===== config.mk =====
export PLATFORM = sky130hd
export DESIGN_NAME = seizure_decision
export DESIGN_NICKNAME = d
export VERILOG_FILES = /design/src/rtl/seizure_decision.sv
export SDC_FILE = /design/constraint.sdc
export NUM_CORES = 1
export LEC_CHECK = 0
export BUFFER_PORTS_ARGS = -buffer_cell sky130_fd_sc_hd__buf_2
export CORE_AREA = 2 2 61 63
export CTS_BUF_LIST = sky130_fd_sc_hd__clkbuf_16
export DETAILED_ROUTE_END_ITERATION = 8
export DIE_AREA = 0 0 63 65
export SETUP_SLACK_MARGIN = 0.05
export SYNTH_ARGS = -nofsm -noshare
export SYNTH_HDL_FRONTEND = slang
export SYNTH_SLANG_ARGS = --single-unit

===== constraint.sdc =====
create_clock -name clk -period 5.15 [get_ports clk]
set_input_delay 1.03 -clock clk [delete_from_list [all_inputs] [get_ports clk]]
set_output_delay 1.03 -clock clk [all_outputs]
set_load 0.02 [all_outputs]

===== src/rtl/seizure_decision.sv =====
// Seizure alarm decision stage: sliding label history with count hysteresis and a refractory holdoff.
// Optional alarm episode counter enabled by defining SEIZURE_DECISION_STATS_EN.
module seizure_decision #(
    parameter int HISTORY         = 8,
    parameter int ON_THRESH       = 6,
    parameter int OFF_THRESH      = 2,
    parameter int HOLDOFF_WINDOWS = 4
) (
    input  logic                             clk,
    input  logic                             rst,
    input  logic                             label_valid,
    input  logic                             label_in,
    output logic                             alarm,
    output logic                             alarm_onset,
    output logic [$clog2(HISTORY+1)-1:0]     ones_count,
    output logic                             history_full
`ifdef SEIZURE_DECISION_STATS_EN
    ,
    output logic [15:0]                      alarm_events
`endif
);

    localparam int CNT_W  = $clog2(HISTORY + 1);
    localparam int HOLD_W = (HOLDOFF_WINDOWS > 0) ? $clog2(HOLDOFF_WINDOWS + 1) : 1;

    if (HISTORY < 2) begin : g_bad_history
        $error("seizure_decision: HISTORY must be >= 2");
    end
    if (ON_THRESH <= OFF_THRESH || ON_THRESH > HISTORY) begin : g_bad_thresh
        $error("seizure_decision: require OFF_THRESH < ON_THRESH <= HISTORY");
    end

    typedef enum logic [1:0] {
        FILL    = 2'd0,
        NORMAL  = 2'd1,
        ALARM   = 2'd2,
        HOLDOFF = 2'd3
    } state_t;

    state_t              state, state_nxt;
    logic [HISTORY-1:0]  history, history_nxt;
    logic [CNT_W-1:0]    fill_cnt, fill_nxt;
    logic [CNT_W-1:0]    count_nxt, ones_nxt;
    logic [HOLD_W-1:0]   hold_cnt, hold_nxt;
    logic                full_nxt, alarm_nxt, onset_nxt;
    logic                drop, above_on, below_off;

    // Incoming label count; before the history fills the oldest slot is empty, so nothing drops.
    always_comb begin
        drop      = history_full & history[HISTORY-1];
        count_nxt = ones_count + CNT_W'(label_in) - CNT_W'(drop);
        above_on  = (count_nxt >= CNT_W'(ON_THRESH));
        below_off = (count_nxt <= CNT_W'(OFF_THRESH));
    end

    always_comb begin
        // NOTE: every output of this block gets a default first so no latch is inferred.
        state_nxt   = state;
        history_nxt = history;
        ones_nxt    = ones_count;
        fill_nxt    = fill_cnt;
        hold_nxt    = hold_cnt;
        full_nxt    = history_full;
        alarm_nxt   = alarm;
        onset_nxt   = 1'b0;

        if (label_valid) begin
            history_nxt = {history[HISTORY-2:0], label_in};
            ones_nxt    = count_nxt;
            unique case (state)
                FILL: begin
                    fill_nxt = fill_cnt + 1'b1;
                    if (fill_cnt == CNT_W'(HISTORY - 1)) begin
                        full_nxt = 1'b1;
                        if (above_on) begin
                            state_nxt = ALARM;
                            alarm_nxt = 1'b1;
                            onset_nxt = 1'b1;
                        end else begin
                            state_nxt = NORMAL;
                        end
                    end
                end
                NORMAL: begin
                    if (above_on) begin
                        state_nxt = ALARM;
                        alarm_nxt = 1'b1;
                        onset_nxt = 1'b1;
                    end
                end
                ALARM: begin
                    if (below_off) begin
                        alarm_nxt = 1'b0;
                        if (HOLDOFF_WINDOWS == 0) begin
                            state_nxt = NORMAL;
                        end else begin
                            state_nxt = HOLDOFF;
                            hold_nxt  = HOLD_W'(HOLDOFF_WINDOWS);
                        end
                    end
                end
                HOLDOFF: begin
                    // Thresholds are deliberately ignored here, even on the exit edge.
                    hold_nxt = hold_cnt - 1'b1;
                    if (hold_cnt == HOLD_W'(1)) begin
                        state_nxt = NORMAL;
                    end
                end
                default: state_nxt = FILL;
            endcase
        end
    end

    // NOTE: non-blocking assignments for all registered state so every flop samples pre-edge values.
    always_ff @(posedge clk) begin
        if (rst) begin
            // NOTE: the history is a plain shift register, not a memory, so it is reset with the rest.
            state        <= FILL;
            history      <= '0;
            ones_count   <= '0;
            fill_cnt     <= '0;
            hold_cnt     <= '0;
            history_full <= 1'b0;
            alarm        <= 1'b0;
            alarm_onset  <= 1'b0;
        end else begin
            state        <= state_nxt;
            history      <= history_nxt;
            ones_count   <= ones_nxt;
            fill_cnt     <= fill_nxt;
            hold_cnt     <= hold_nxt;
            history_full <= full_nxt;
            alarm        <= alarm_nxt;
            alarm_onset  <= onset_nxt;
        end
    end

`ifdef SEIZURE_DECISION_STATS_EN
    always_ff @(posedge clk) begin
        if (rst) begin
            alarm_events <= '0;
        end else if (onset_nxt && alarm_events != 16'hFFFF) begin
            alarm_events <= alarm_events + 16'd1;
        end
    end
`endif

endmodule


After elaboration in Yosys (flattened, before gate mapping)
Cells that the tools add are included.
{ "totals": {"register_bits": 24, "latch_bits": 0, "mem_count": 0, "romBits": 0, "inputBits": 4, "ram_bits": 0, "word_cells": 49} }
{ "op_classes": {"n_bitwise": 2, "order_cmp": 2, "n_mux": 15, "reduce_logical": 9, "n_addsub": 4, "multipliers": 0, "div_mod_pow": 0, "eq_ne": 9, "n_shift": 0} }
{ "ops": {"columns": ["cell", "count"], "rows": [
  ["2-bit 2-to-1 mux", 5],
  ["2-bit inequality test, second input constant", 4],
  ["2-bit one-hot mux with 4 select lines", 1],
  ["3-bit one-hot mux with 2 select lines", 1],
  ["3-bit AND reduction", 2],
  ["1-bit 2-to-1 mux", 5],
  ["5-bit AND reduction", 1],
  ["4-bit by 1-bit adder with 4-bit output", 1],
  ["4-bit by 1-bit adder with 4-bit output, second input constant", 1],
  ["2-bit equality test, second input constant", 2],
  ["4-bit by 3-bit equality test with 1-bit output, second input constant", 1],
  ["4-bit by 3-bit >= comparator with 1-bit output, second input constant", 1],
  ["4-bit by 2-bit less-or-equal comparator with 1-bit output, second input constant", 1],
  ["4-bit AND reduction", 1],
  ["4-bit by 1-bit subtractor with 4-bit output", 1],
  ["3-bit by 1-bit equality test with 1-bit output, second input constant", 1],
  ["3-bit 2-to-1 mux", 1],
  ["1-bit one-hot mux with 3 select lines", 1],
  ["3-bit nonzero test", 1],
  ["3-bit by 1-bit subtractor with 3-bit output, second input constant", 1],
  ["2-bit by 1-bit equality test with 1-bit output, second input constant", 1],
  ["2-bit logical NOT", 1],
  ["1-bit one-hot mux with 2 select lines", 1],
  ["2-bit AND reduction", 1],
  ["4 further kinds", 4]
]} }

Logic depth before layout (Yosys ltp)
{ "depth": {"word_depth": 6, "depth_mapped": 10, "mapped_depth_nobuf": 10} }

Least setup slack after synthesis
Ideal clock, no wire load.
{ "synth_path": {"path_type": "input to register", "start": "input label_in", "end": "register state[0]", "path_slack_ps": 2400, "t_arrival_ps": 2629, "path_buffers": 0, "path_stages": 7, "setup_time_ps": 122, "path_cell_list": "ha_1 > fa_1 > xor2_1 > a21oi_1 > nand3_2 > a221o_2 > mux2i_1"} }
{ "synth_via": {"elab_chain_len": 6, "word_cells_on_any_way": 10, "cone_classes": "2 x add/sub; 2 x order compare; 2 x eq/ne; 3 x mux; 1 x reduce/logical"} }
{ "synth_lines": {"columns": ["element", "line", "rtl"], "rows": [
  ["start: declaration", "12", "input logic label_in,"],
  ["4-bit by 1-bit adder with 4-bit output *", "51", "count_nxt = ones_count + CNT_W'(label_in) - CNT_W'(drop);"],
  ["4-bit by 1-bit subtractor with 4-bit output *", "51", null],
  ["4-bit by 3-bit >= comparator with 1-bit output", "52", "above_on = (count_nxt >= CNT_W'(ON_THRESH));"],
  ["2-bit 2-to-1 mux", "75", "if (above_on) begin"],
  ["2-bit 2-to-1 mux", "73", "if (fill_cnt == CNT_W'(HISTORY - 1)) begin"],
  ["2-bit one-hot mux with 4 select lines", "70", "unique case (state)"],
  ["end signal: assignment", "127", "state <= state_nxt;"],
  ["end: declaration", "40", "state_t state, state_nxt;"]
]} }
Every way passes the cells marked *; elsewhere a longest branch is shown, timed or not. The select of a mux whose other input is x is not followed.
A chain may end at the register's enable or synchronous reset.

Final worst setup path
Ends and elaborated chain as after synthesis.

==> flow_metrics.env <==
export IMPL_period_needed_ns=2.73
export IMPL_synth_area_mm2=0.00130
export IMPL_totalWireLength_um=2370
export IMPL_synth_area_top_cells="dfxtp_1 (37%), ha_1 (12%), mux2i_1 (10%)"
export IMPL_synth_seq_area_share_pct=36.9
export IMPL_rows=22
export IMPL_p_leak_nw=0.635
export IMPL_drc=0
export IMPL_initial_core_util_pct=37.3
export IMPL_layout_worst_path_cycle_share_pct=53.1
export IMPL_synth_ff_type="dfxtp_1"
export IMPL_synthTopCellsByCount="dfxtp_1 (24), nor2_1 (20), mux2i_1 (13)"
export IMPL_cp_max_fo=4
export IMPL_finalNetCount=171
export IMPL_synth_nets=162
export IMPL_synth_edff_count=0
export IMPL_drive_gt1_share_pct=12.4
export IMPL_core_mm2=0.00350
export IMPL_die_x_um=63
export IMPL_worstSetupPathType="primary input to flip-flop"
export IMPL_grt_start_max_net_pins=28
export IMPL_hold_path_class="flip-flop to flip-flop"
export IMPL_hold_viol_final=0
export IMPL_setup_viol=0
export IMPL_clk_pin_slew_ns=0.06
export IMPL_cts_resized=0
export IMPL_postSynthAreaPerCell_um2=8.98
export IMPL_synth_top_cell_by_area="dfxtp_1"
export IMPL_pre_cts_slack_ns=2.14
export IMPL_drt_iter0_markers=31
export IMPL_startpoint_type="primary input"
export IMPL_routabilityCongestion=0.840
export IMPL_drt_pass1_iterations=4
export IMPL_setup_tns_ns=0
export IMPL_synthMostInstantiatedCell="dfxtp_1"
export IMPL_grt_pass1_vias=1014
export IMPL_grt_util_all_layers_pct=13.0
export IMPL_ys_ff_latch=24
export IMPL_power_density_mw_per_mm2=293
export IMPL_dieHeight_um=65
export IMPL_synth_top_area_share_pct=36.9
export IMPL_cts_max_level=1
export IMPL_max_freq_mhz=366
export IMPL_worstSetupEndpointType="flip-flop"
export IMPL_io_buffers=10
export IMPL_routedWlPerCell_um=11.8
export IMPL_rsz0062_at_grt="false"
export IMPL_wl_met1_um=1180
export IMPL_max_clock_path_buffers=2
export IMPL_fin_util_pct=41.9
export IMPL_async_flop_share_pct=0
export IMPL_skew_ns=0.00167
export IMPL_tritoncts="yes"
export IMPL_die_area_mm2=0.00410
export IMPL_num_fill_cells=359
export IMPL_drv_slew=0
export IMPL_dp_hpwl_um=1730
export IMPL_max_cap_violations=0
export IMPL_grt_pass1_wl_um=4260
export IMPL_outcome="finished, final reports clean"
export IMPL_netlist_instances=145
export IMPL_clk_latency_ns=0.25
export IMPL_grt_overflow=0
export IMPL_post_cts_setup_buffer_count=0
export IMPL_cts_root_buf="clkbuf_16"
export IMPL_vias_per_cell=5.04
export IMPL_tightest_slew_ns=0.486
export IMPL_syn_to_final_growth_pct=12.6
export IMPL_yosysWarnings=0
export IMPL_cts_hold_buffers=0
export IMPL_antenna_found_initial=0
export IMPL_wl_met3_um=63
export IMPL_synth_cell_type_count=36
export IMPL_cts_buffers=3
export IMPL_n_antenna_cell=0
export IMPL_max_vdd_ir_drop_mv=0.172
export IMPL_routed_top_layer="met4"
export IMPL_route_met2_wl_um=1090
export IMPL_ant_nets=0
export IMPL_crit_required_ns=5.29
export IMPL_cts_sinks=24
export IMPL_routed_via_count=1014
export IMPL_worst_slack_ns=2.42
export IMPL_ioPinCount=11
export IMPL_arrival_ns=2.87
export IMPL_slew_headroom_pct=67.6
layout by cell type, fill, tap and decap left out, types with 4 or more instances in the layout:
cell type  count
mux2i_1       13
buf_2         10
nor2_1        20
nand3_1        5
a21oi_1        8
inv_1         12
dfxtp_1       24
xor2_1         4
ha_1          12
nand2_1        6
o21ai_0        7
report_power, final:
group          switching, W   total, W  internal (W)
sequential       0.00000564   0.000198      0.000192
clock             0.0000630   0.000167      0.000104
combinational     0.0000387  0.0000644     0.0000256
flip-flops by register name, summed over array words and instances, names as in the netlist:
signal and cells:
history 8, ones_count 4, fill_cnt 4, alarm 1, history_full 1, hold_cnt 3
state 2, alarm_onset 1
metrics by stage:
step | hold WS (ns) | cells | instance area [µm²] | total power, W
2_1_floorplan | 0.452 | 145 | 1300 | 0.000252
3_3_place_gp | 0.463 | 197 | 1390 | 0.000264
3_5_place_dp | 0.481 | 197 | 1390 | 0.000267
4_1_cts | 0.490 | 201 | 1470 | 0.000435
5_1_grt | 0.507 | 201 | 1470 | 0.000450
6_report | 0.484 | 201 | 1470 | 0.000429
worst paths after layout:
check / from / end / slack [ns] / cells after the start
worst max-delay path: label_in / state[0] / 2.42 / 8
worst min-delay path: hold_cnt[1] / hold_cnt[1] / 0.48 / 2
worst max register to register: history_full / state[0] / 2.54 / 10
worst min register to register: hold_cnt[1] / hold_cnt[1] / 0.48 / 2
worst max-delay path: stages:
cell     delay, ns
buf_2         0.11
ha_1          0.22
fa_1          0.39
xor2_1        0.18
a21oi_1       0.23
nand3_2       0.14
a221o_2       0.44
mux2i_1       0.13
layer usage:
layer,track usage (%),up-vias
met5,0,-
met4,8.33,0
met3,2.08,5
met2,21.3,16
met1,15.9,481
li1,-,512
logic make-up after synthesis:
kind of cell             share of synthesized area (%)
multiplexers                                      9.99
flip-flops                                        36.9
adder cells (fa/ha/maj)                           13.1
AND/OR/NAND/NOR                                   17.9
AO/OA/AOI/OAI                                     13.5
buffers and inverters                             5.38
XOR/XNOR                                          3.36
area by class of cell:
cell class              count  area (µm²)  area share, %
well taps                  48        60.1           4.10
clock buffers               3        75.1           5.12
multi-input cells         103         752           51.3
flip-flops and latches     24         480           32.8
clock inverters             1        3.75          0.256
inverters                  12        45.0           3.07
repair buffers             10        50.0           3.41
Power figures use the tool's default switching activity.
